==> config.mk <==
export PLATFORM = sky130hd
export DESIGN_NAME = vram_arbiter
export DESIGN_NICKNAME = d
export VERILOG_FILES = /design/src/rtl/vram_arbiter.sv
export SDC_FILE = /design/constraint.sdc
export NUM_CORES = 1
export LEC_CHECK = 0
export BUFFER_PORTS_ARGS = -buffer_cell sky130_fd_sc_hd__buf_4
export CORE_ASPECT_RATIO = 0.8
export CORE_MARGIN = 1.5
export CORE_UTILIZATION = 43
export CTS_CLUSTER_SIZE = 30
export DETAILED_ROUTE_END_ITERATION = 10
export PLACE_DENSITY = 0.73
export SLEW_MARGIN = 40
export SYNTH_ARGS = -nofsm -noshare
export SYNTH_HDL_FRONTEND = slang
export SYNTH_SLANG_ARGS = --single-unit
==> constraint.sdc <==
create_clock -name Clock -period 1.9 [get_ports Clock]
set_input_delay 0 -clock Clock [delete_from_list [all_inputs] [get_ports Clock]]
set_output_delay 0 -clock Clock [all_outputs]
set_load 0.005 [all_outputs]
==> src/rtl/vram_arbiter.sv <==
// vram_arbiter: shares one synchronous-read VRAM port between the VGA scan
// fetch path (absolute priority) and buffered MiniAlu CPU pixel writes.
// Build option: define VRAM_WRFIFO_EN to buffer writes in a FIFO_DEPTH-entry
// circular FIFO; leave it undefined for a single holding register.
module vram_arbiter #(
  parameter int ADDR_W     = 16,
  parameter int DATA_W     = 3,
  parameter int FIFO_DEPTH = 4
) (
  input  logic                          Clock,
  input  logic                          Reset,
  input  logic                          iRdReq,
  input  logic [ADDR_W-1:0]             iRdAddr,
  output logic                          oRdValid,
  output logic [DATA_W-1:0]             oRdData,
  input  logic                          iWrValid,
  input  logic [ADDR_W-1:0]             iWrAddr,
  input  logic [DATA_W-1:0]             iWrData,
  output logic                          oWrReady,
  output logic [$clog2(FIFO_DEPTH):0]   oWrLevel,
  output logic [ADDR_W-1:0]             oRamAddr,
  output logic                          oRamWe,
  output logic [DATA_W-1:0]             oRamWData,
  input  logic [DATA_W-1:0]             iRamRData
);

  localparam int LVL_W = $clog2(FIFO_DEPTH) + 1;
`ifdef VRAM_WRFIFO_EN
  localparam int CAPACITY = FIFO_DEPTH;
`else
  localparam int CAPACITY = 1;
`endif

  logic [LVL_W-1:0]  levelReg;
  logic [LVL_W-1:0]  levelNext;
  logic              wrReadyReg;
  logic              bufEmpty;
  logic              push;
  logic              pop;
  logic [ADDR_W-1:0] headAddr;
  logic [DATA_W-1:0] headData;

  logic [ADDR_W-1:0] ramAddrReg;
  logic              ramWeReg;
  logic [DATA_W-1:0] ramWDataReg;
  logic              rdIssuedReg;
  logic              rdValidReg;

  // Occupancy comes only from the registered level, so a fresh push is not
  // visible to the pop decision until the following cycle (no bypass).
  assign bufEmpty = (levelReg == '0);
  assign push     = iWrValid && wrReadyReg;
  assign pop      = !iRdReq && !bufEmpty;

  // Next occupancy: a simultaneous push and pop leave the level unchanged.
  always_comb begin
    levelNext = levelReg;
    if (push && !pop) begin
      levelNext = levelReg + LVL_W'(1);
    end else if (!push && pop) begin
      levelNext = levelReg - LVL_W'(1);
    end
  end

  // Level counter and registered ready flag (ready = not full next cycle).
  always_ff @(posedge Clock) begin
    if (Reset) begin
      levelReg   <= '0;
      wrReadyReg <= 1'b1;
    end else begin
      levelReg   <= levelNext;
      wrReadyReg <= (levelNext != LVL_W'(CAPACITY));
    end
  end

`ifdef VRAM_WRFIFO_EN
  localparam int PTR_W = $clog2(FIFO_DEPTH);

  logic [PTR_W-1:0]  wrPtrReg;
  logic [PTR_W-1:0]  rdPtrReg;
  logic [ADDR_W-1:0] addrMem [FIFO_DEPTH];
  logic [DATA_W-1:0] dataMem [FIFO_DEPTH];

  // Circular pointers wrap naturally at FIFO_DEPTH (a power of two).
  always_ff @(posedge Clock) begin
    if (Reset) begin
      wrPtrReg <= '0;
      rdPtrReg <= '0;
    end else begin
      if (push) wrPtrReg <= wrPtrReg + PTR_W'(1);
      if (pop)  rdPtrReg <= rdPtrReg + PTR_W'(1);
    end
  end

  // Entry storage; stale contents after reset are harmless since level is 0.
  always_ff @(posedge Clock) begin
    if (push) begin
      addrMem[wrPtrReg] <= iWrAddr;
      dataMem[wrPtrReg] <= iWrData;
    end
  end

  assign headAddr = addrMem[rdPtrReg];
  assign headData = dataMem[rdPtrReg];
`else
  logic [ADDR_W-1:0] holdAddrReg;
  logic [DATA_W-1:0] holdDataReg;

  // Single holding register; push only happens while it is free.
  always_ff @(posedge Clock) begin
    if (push) begin
      holdAddrReg <= iWrAddr;
      holdDataReg <= iWrData;
    end
  end

  assign headAddr = holdAddrReg;
  assign headData = holdDataReg;
`endif

  // Port arbitration: scan read first, then the buffered write, else idle
  // with address/data held to avoid needless toggling on the RAM pins.
  always_ff @(posedge Clock) begin
    if (Reset) begin
      ramAddrReg  <= '0;
      ramWeReg    <= 1'b0;
      ramWDataReg <= '0;
    end else if (iRdReq) begin
      ramAddrReg  <= iRdAddr;
      ramWeReg    <= 1'b0;
    end else if (!bufEmpty) begin
      ramAddrReg  <= headAddr;
      ramWDataReg <= headData;
      ramWeReg    <= 1'b1;
    end else begin
      ramWeReg    <= 1'b0;
    end
  end

  // Read-valid pipeline: one stage for the address register, one for the RAM.
  always_ff @(posedge Clock) begin
    if (Reset) begin
      rdIssuedReg <= 1'b0;
      rdValidReg  <= 1'b0;
    end else begin
      rdIssuedReg <= iRdReq;
      rdValidReg  <= rdIssuedReg;
    end
  end

  assign oRdValid  = rdValidReg;
  assign oRdData   = iRamRData;
  assign oWrReady  = wrReadyReg;
  assign oWrLevel  = levelReg;
  assign oRamAddr  = ramAddrReg;
  assign oRamWe    = ramWeReg;
  assign oRamWData = ramWDataReg;

endmodule

==> summary.md, run 1 <==
| Metric | Value |
|---|---|
| H-tree depth | 2 |
| Fin crit share | 89.42% |
| Pin count of the biggest net entering global routing | 33 |
| Synthesized flop and latch total | 45 |
| Hold path cells | 0 |
| Die extent in y | 61.06 um |
| Setup Skew | 0.002421 ns |
| Placed cell areas | 2276 um^2 |
| Max-Cap Viols | 0 |
| Arrival time worst endpoint | 1.88 ns |
| RSZ-0062 raised after global routing | false |
| First-pass GRT wire length | 5768 um |
| Initial antenna violation count | 0 |
| P&R area growth vs syn | 41.71% |
| CP Launch Type | flip-flop |
| Routed vias/inst | 4.670 |
| Core Region | 3929 um^2 |
| Hold Crit Endpoint | oRdData[2] |
| Final worst path period need | 1.699 ns |
| # setup viols final | 0 |
| Share of cells above drive strength 1 | 37.61% |
| Number of port buffers | 63 |
| Worst-margin pin slew | 0.4364 ns |
| Drc violations | 0 |
| Filler cells | 290 |
| Post-DP HPWL | 2528 um |
| Static Leak | 1.126 nW |
| Routed Antenna Nets | 0 |
| Vias in the first global route | 1293 |
| Clock buffer depth | 2 |
| Setup TNS Final | 0 ns |
| Via count | 1275 |
| Starting Density | 46.11% |
| Gr ovfl total | 0 |
| Gr usage total | 17.39% |
| Chip width | 75.57 um |
| CP required | 2.08 ns |
| CP Max Fanout | 5 |
| Max Freq | 588.6 MHz |
| Setup crit end kind | flip-flop |
| Cell count after synthesis | 139 |
| Status | finished, final reports clean |
| P per Cell Area | 1202 nW/um^2 |
| Slew headroom | 70.88% |
| Routability Congestion | 0.8783 |
| Initial DRT Pass Iterations | 4 |
| R2r endpoint | oWrReady$_SDFF_PP1_ |
| DIE AREA | 4614 um^2 |
| Warnings, synthesis | 0 |
| Sequential-to-total area share from yosys stat | 60.22% |
| Final Total Pwr | 3.085 mW |
| Final hold vios | 0 |
| IO Pins | 70 |
| Final max-slew violation count | 0 |
| Worst-path clk slew | 0.08 ns |
| Hold path start | iRamRData[2] |
| Reg2reg setup slack | 0.20 ns |
| Synth cell types | 22 |
| CTS tree | yes |
| Final #Nets | 262 |
| Cell area after layout | 2567 um^2 |
| Worst r2r src | oWrLevel[1]$_SDFF_PP0_ |
| Max VDD drop | 0.0006411 V |
| Routed WL | 3688 um |
| WHS | 0.000001997 ns |
| Worst-Skew Late Latency | 0.29 ns |
| Root buffer cell | clkbuf_8 |
| CTS sink cnt | 45 |
| Row cnt | 20 |
| Reg2reg path depth | 7 |
| Average wire per standard cell | 13.51 um |
| Initial DRC count | 51 |
| ANT cells | 0 |
| Hold WC Path Type | input pin to output pin |
| Total CTS buffers | 5 |
| Post-Synthesis Net Count | 184 |
| Critical path class | flip-flop to flip-flop |
| Mapped cell area | 1812 um^2 |
| Syn Area/Cell | 13.03 um^2 |
-- layout make-up --
cell class	count	area, um^2	area share, %
tap	55	68.82	2.680
clock buffer	7	96.34	3.752
inverter	3	11.26	0.4386
multi-input combinational	78	604.3	23.54
clock inverter	1	5.005	0.1949
sequential	45	1091	42.50
timing repair buffer	84	690.7	26.90
-- what timing repair did --
| action | CTS | global route |
|---|---|---|
| endpoints found under the hold margin | 19 | 0 |
| gates resized for setup | 0 | 0 |
| setup buffers | 0 | 0 |
| hold buffers | 19 | 0 |
-- through the flow --
stage                     utilization, %  setup slack, ns  instances
after floorplan                        -           0.3472        139
after global placement             57.93           0.3372        246
after detailed placement           57.93           0.1977        246
after CTS                          65.35           0.1866        273
after global routing               65.35          0.09159        273
final                              65.35           0.2010        273
-- per-layer routing --
layer	routed length [um]	part of all wire, %	vias to the layer above	GRT usage (%)
li1	-	-	635	-
met1	1437	39	579	18.21
met2	1935	52	54	33.71
met3	284	7.7	7	4.910
met4	31	0.84	0	5.612
met5	0	0	-	0
-- cell usage after synthesis --
| library cell | number | area share, % |
|---|---|---|
| nor2b_1 | 2 | 0.69 |
| edfxtp_1 | 19 | 31 |
| a211oi_1 | 13 | 5.4 |
| clkbuf_4 | 1 | 0.41 |
| or2_1 | 1 | 0.35 |
| dfxtp_1 | 26 | 29 |
| clkbuf_1 | 3 | 0.62 |
| mux2i_1 | 20 | 11 |
| nand3_2 | 1 | 0.55 |
| maj3_2 | 2 | 1.2 |
| buf_6 | 5 | 3.1 |
| ha_1 | 3 | 2.1 |
| nand2b_1 | 1 | 0.35 |
| nand2_1 | 3 | 0.62 |
| inv_1 | 3 | 0.62 |
| buf_4 | 4 | 1.7 |
| a211oi_2 | 3 | 2.1 |
| mux2i_4 | 1 | 1.2 |
| nor2_1 | 23 | 4.8 |
| nor2b_4 | 1 | 0.76 |
| nand2b_4 | 1 | 0.76 |
| xnor2_1 | 3 | 1.5 |
-- critical path, cell delays in order, from the launching register on --
cell and delay (ns):
dfxtp_1 0.43, inv_1 0.09, ha_1 0.22, nand2b_4 0.08, nor2b_4 0.25, mux2i_1 0.25, xnor2_1 0.18, nand3_2 0.09
-- report_power, final --
part	total [mW]	leakage, nW	switching, mW	internal, mW
Sequential	1.35	0.399	0.117	1.23
Clock	0.629	0.0542	0.300	0.329
Combinational	1.11	0.672	0.501	0.608
Total	3.08	1.13	0.918	2.17
-- cells in the final DEF (no fill, tap or decap) --
| master | instances |
|---|---|
| or2_1 | 1 |
| nand3_2 | 1 |
| inv_1 | 3 |
| nand2b_4 | 1 |
| a211oi_2 | 3 |
| xnor2_1 | 3 |
| a211oi_1 | 13 |
| clkinv_2 | 1 |
| buf_4 | 64 |
| dfxtp_1 | 26 |
| maj3_2 | 2 |
| buf_12 | 1 |
| clkbuf_8 | 7 |
| nor2b_1 | 2 |
| mux2i_4 | 1 |
| nor2b_4 | 1 |
| nor2_1 | 23 |
| mux2i_1 | 20 |
| ha_1 | 3 |
| dlygate4sd3_1 | 19 |
| nand2_1 | 3 |
| edfxtp_1 | 19 |
| nand2b_1 | 1 |
-- how the worst max path moves through the flow --
stage	startpoint	to	depth (start not counted)
after detailed placement	oWrLevel[0]$_SDFF_PP0_	oWrReady$_SDFF_PP1_	7
after floorplan	oWrLevel[0]$_SDFF_PP0_	oWrReady$_SDFF_PP1_	8
after CTS	oWrLevel[0]$_SDFF_PP0_	oWrReady$_SDFF_PP1_	7
final	oWrLevel[1]$_SDFF_PP0_	oWrReady$_SDFF_PP1_	7
after global placement	oWrLevel[1]$_SDFF_PP0_	oWrReady$_SDFF_PP1_	7
after global routing	oWrLevel[0]$_SDFF_PP0_	oWrReady$_SDFF_PP1_	7
-- flip-flops by register name, indices dropped and copies added, names as in the netlist --
signal,cells
oRamAddr,16
oWrLevel,3
oRdValid,1
oRamWData,3
headAddr,16
oWrReady,1
headData,3
oRamWe,1
rdIssuedReg,1
-- logic make-up (layout without fill, tap and decap cells) --
family | Yosys count | after routing | synth area share (%)
compound gates | 16 | 16 | 7.459
flops | 45 | 45 | 60.22
mux | 21 | 21 | 12.29
buf+inv | 16 | 95 | 6.423
simple gates | 33 | 33 | 8.840
fa+ha+maj | 5 | 5 | 3.315
xor+xnor | 3 | 3 | 1.451
(Power assumes the default switching activity.)
==> run 2, diff against run 1 <==
--- a/config.mk
+++ b/config.mk
@@ -8,2 +8,3 @@
 export BUFFER_PORTS_ARGS = -buffer_cell sky130_fd_sc_hd__buf_4
+export CAP_MARGIN = 30
 export CORE_ASPECT_RATIO = 0.8
@@ -14,2 +15,3 @@
 export PLACE_DENSITY = 0.73
+export RECOVER_POWER = 25
 export SLEW_MARGIN = 40
--- a/constraint.sdc
+++ b/constraint.sdc
@@ -3,2 +3,2 @@
 set_output_delay 0 -clock Clock [all_outputs]
-set_load 0.005 [all_outputs]
+set_load 0.02 [all_outputs]
==> run 2 against run 1 <==
Net effect:
- register-to-register slack about the same
- clock skew about the same
- sequential power about the same
- design area decreased by 0.15%
- setup slack got worse by 0.012 ns
- power increased by 6.0%
==> summary.md, run 2 (synthesis results as in run 1) <==
| Metric | Value |
|---|---|
| Share of cells above drive strength 1 | 37.16% |
| Initial antenna violation count | 0 |
| Vias in the first global route | 1293 |
| Largest incremental delay on the critical path | 0.43 ns |
| Average wire per standard cell | 13.48 um |
| Worst-margin pin slew | 1.377 ns |
| Area of the multi-input gates | 604.3 um^2 |
| Commonest non-fill, non-tap cell in the layout | buf_4 |
| Routability Congestion | 0.8783 |
| Setup Skew | 0.002149 ns |
| Worst-Skew Late Latency | 0.29 ns |
| Die extent in y | 61.06 um |
| Crit-path cells | inv_1 > ha_1 > nand2b_4 > nor2b_4 > mux2i_1 > xnor2_1 > nand3_2 |
| Most frequent cells in the layout | buf_4 (45), dfxtp_1 (26), nor2_1 (23) |
| Placed Cells | 246 |
| Chip width | 75.57 um |
| Routed WL | 3681 um |
| # setup viols final | 0 |
| Post-CTS Setup Inserts | 0 |
| Post-DP HPWL | 2528 um |
| Clock buffer depth | 2 |
| H-tree depth | 2 |
| Hold WC Path Type | input pin to output pin |
| Final max-slew violation count | 0 |
| Worst-path clk slew | 0.08 ns |
| Routed Antenna Nets | 0 |
| ANT cells | 0 |
| P&R area growth vs syn | 41.51% |
| Max-Cap Viols | 0 |
| CP Max Fanout | 5 |
| CTS sink cnt | 45 |
| Max VDD drop | 0.0006580 V |
| FF/Latch Area | 1091 um^2 |
| Final worst path period need | 1.711 ns |
| Critical path class | flip-flop to flip-flop |
| CP required | 2.08 ns |
| Setup TNS Final | 0 ns |
| P per Cell Area | 1276 nW/um^2 |
| Arrival time worst endpoint | 1.89 ns |
| Reg2reg setup slack | 0.19 ns |
| Initial DRT Pass Iterations | 4 |
| RSZ-0062 raised after global routing | false |
| Final Total Pwr | 3.271 mW |
| First-pass GRT wire length | 5768 um |
| Via count | 1278 |
| Core Region | 3929 um^2 |
| Post-Layout Cell Count | 273 |
| CP max stage cell | dfxtp_1 |
| Status | finished, final reports clean |
| Hold Crit Endpoint | oRdData[2] |
| Fin crit share | 90.06% |
| Static Leak | 1.118 nW |
| R2r endpoint | oWrReady$_SDFF_PP1_ |
| Setup crit end kind | flip-flop |
| Number of port buffers | 63 |
| IO Pins | 70 |
| Reg2reg path depth | 7 |
| Slew headroom | 8.232% |
| Initial DRC count | 48 |
| CTS tree | yes |
| CTS resizes | 0 |
| Pin count of the biggest net entering global routing | 33 |
| Starting Density | 46.11% |
| Filler cells | 292 |
| Drc violations | 0 |
| Placed cell areas | 2276 um^2 |
| Max Freq | 584.4 MHz |
| Routed vias/inst | 4.681 |
| Row cnt | 20 |
| Total CTS buffers | 5 |
| Hold path cells | 0 |
| Hold path start | iRamRData[2] |
| Gr usage total | 17.39% |
| Final #Nets | 262 |
| Cell area after layout | 2564 um^2 |
| Worst r2r src | oWrLevel[1]$_SDFF_PP0_ |
| CP Launch Type | flip-flop |
| Root buffer cell | clkbuf_8 |
| Final hold vios | 0 |
| DIE AREA | 4614 um^2 |
| WHS | 0.000007772 ns |
| Gr ovfl total | 0 |
run 2: cell types whose count changed in the layout (fill, tap and decap cells not counted):
cell	previous run	this run
clkbuf_4	0	18
buf_4	64	45
clkbuf_1	0	1
run 2: final cells by class:
class	count	share of cell area, %
sequential	45	42.56
tap	55	2.684
clock buffer	7	3.758
inverter	3	0.4392
multi-input combinational	78	23.57
timing repair buffer	84	26.79
clock inverter	1	0.1952
run 2: repair_timing:
action / in CTS / in global routing
hold buffers: 19 / 0
setup endpoints to repair: 0 / 0
endpoints found under the hold margin: 19 / 0
run 2: report_power, final:
group          switching (mW)  internal (mW)
Sequential              0.118           1.23
Clock                   0.300          0.329
Combinational           0.677          0.617
run 2: how the worst max path moves through the flow:
stage                           startpoint             endpoint  slack [ns]  cells after the start
floorplan           oWrLevel[0]$_SDFF_PP0_  oWrReady$_SDFF_PP1_        0.22                      8
detailed placement  oWrLevel[0]$_SDFF_PP0_  oWrReady$_SDFF_PP1_        0.20                      7
global route        oWrLevel[0]$_SDFF_PP0_  oWrReady$_SDFF_PP1_        0.08                      7
CTS                 oWrLevel[0]$_SDFF_PP0_  oWrReady$_SDFF_PP1_        0.19                      7
finish              oWrLevel[1]$_SDFF_PP0_  oWrReady$_SDFF_PP1_        0.19                      7
global placement    oWrLevel[1]$_SDFF_PP0_  oWrReady$_SDFF_PP1_        0.34                      7
run 2: worst max-delay path, delay by kind of cell (launching register included):
family                   cells  cell delay (ns)
multiplexers                 1             0.26
adder cells (fa/ha/maj)      1             0.22
XOR/XNOR                     1             0.18
flip-flops                   1             0.43
AND/OR/NAND/NOR              3             0.42
buffers and inverters        1             0.09
run 2: per-layer routing:
metal,global-route usage (%),vias up,wire length (um)
met1,18.21,585,1439
met3,4.910,7,274
met2,33.71,50,1936
li1,-,636,-
met5,0,-,0
met4,5.612,0,31
run 2: stage by stage:
stage / utilization, % / setup slack (ns)
after floorplan: - / 0.2156
after global placement: 57.93 / 0.3372
after detailed placement: 57.93 / 0.1977
after CTS: 65.35 / 0.1866
after global routing: 65.25 / 0.08356
final: 65.25 / 0.1889
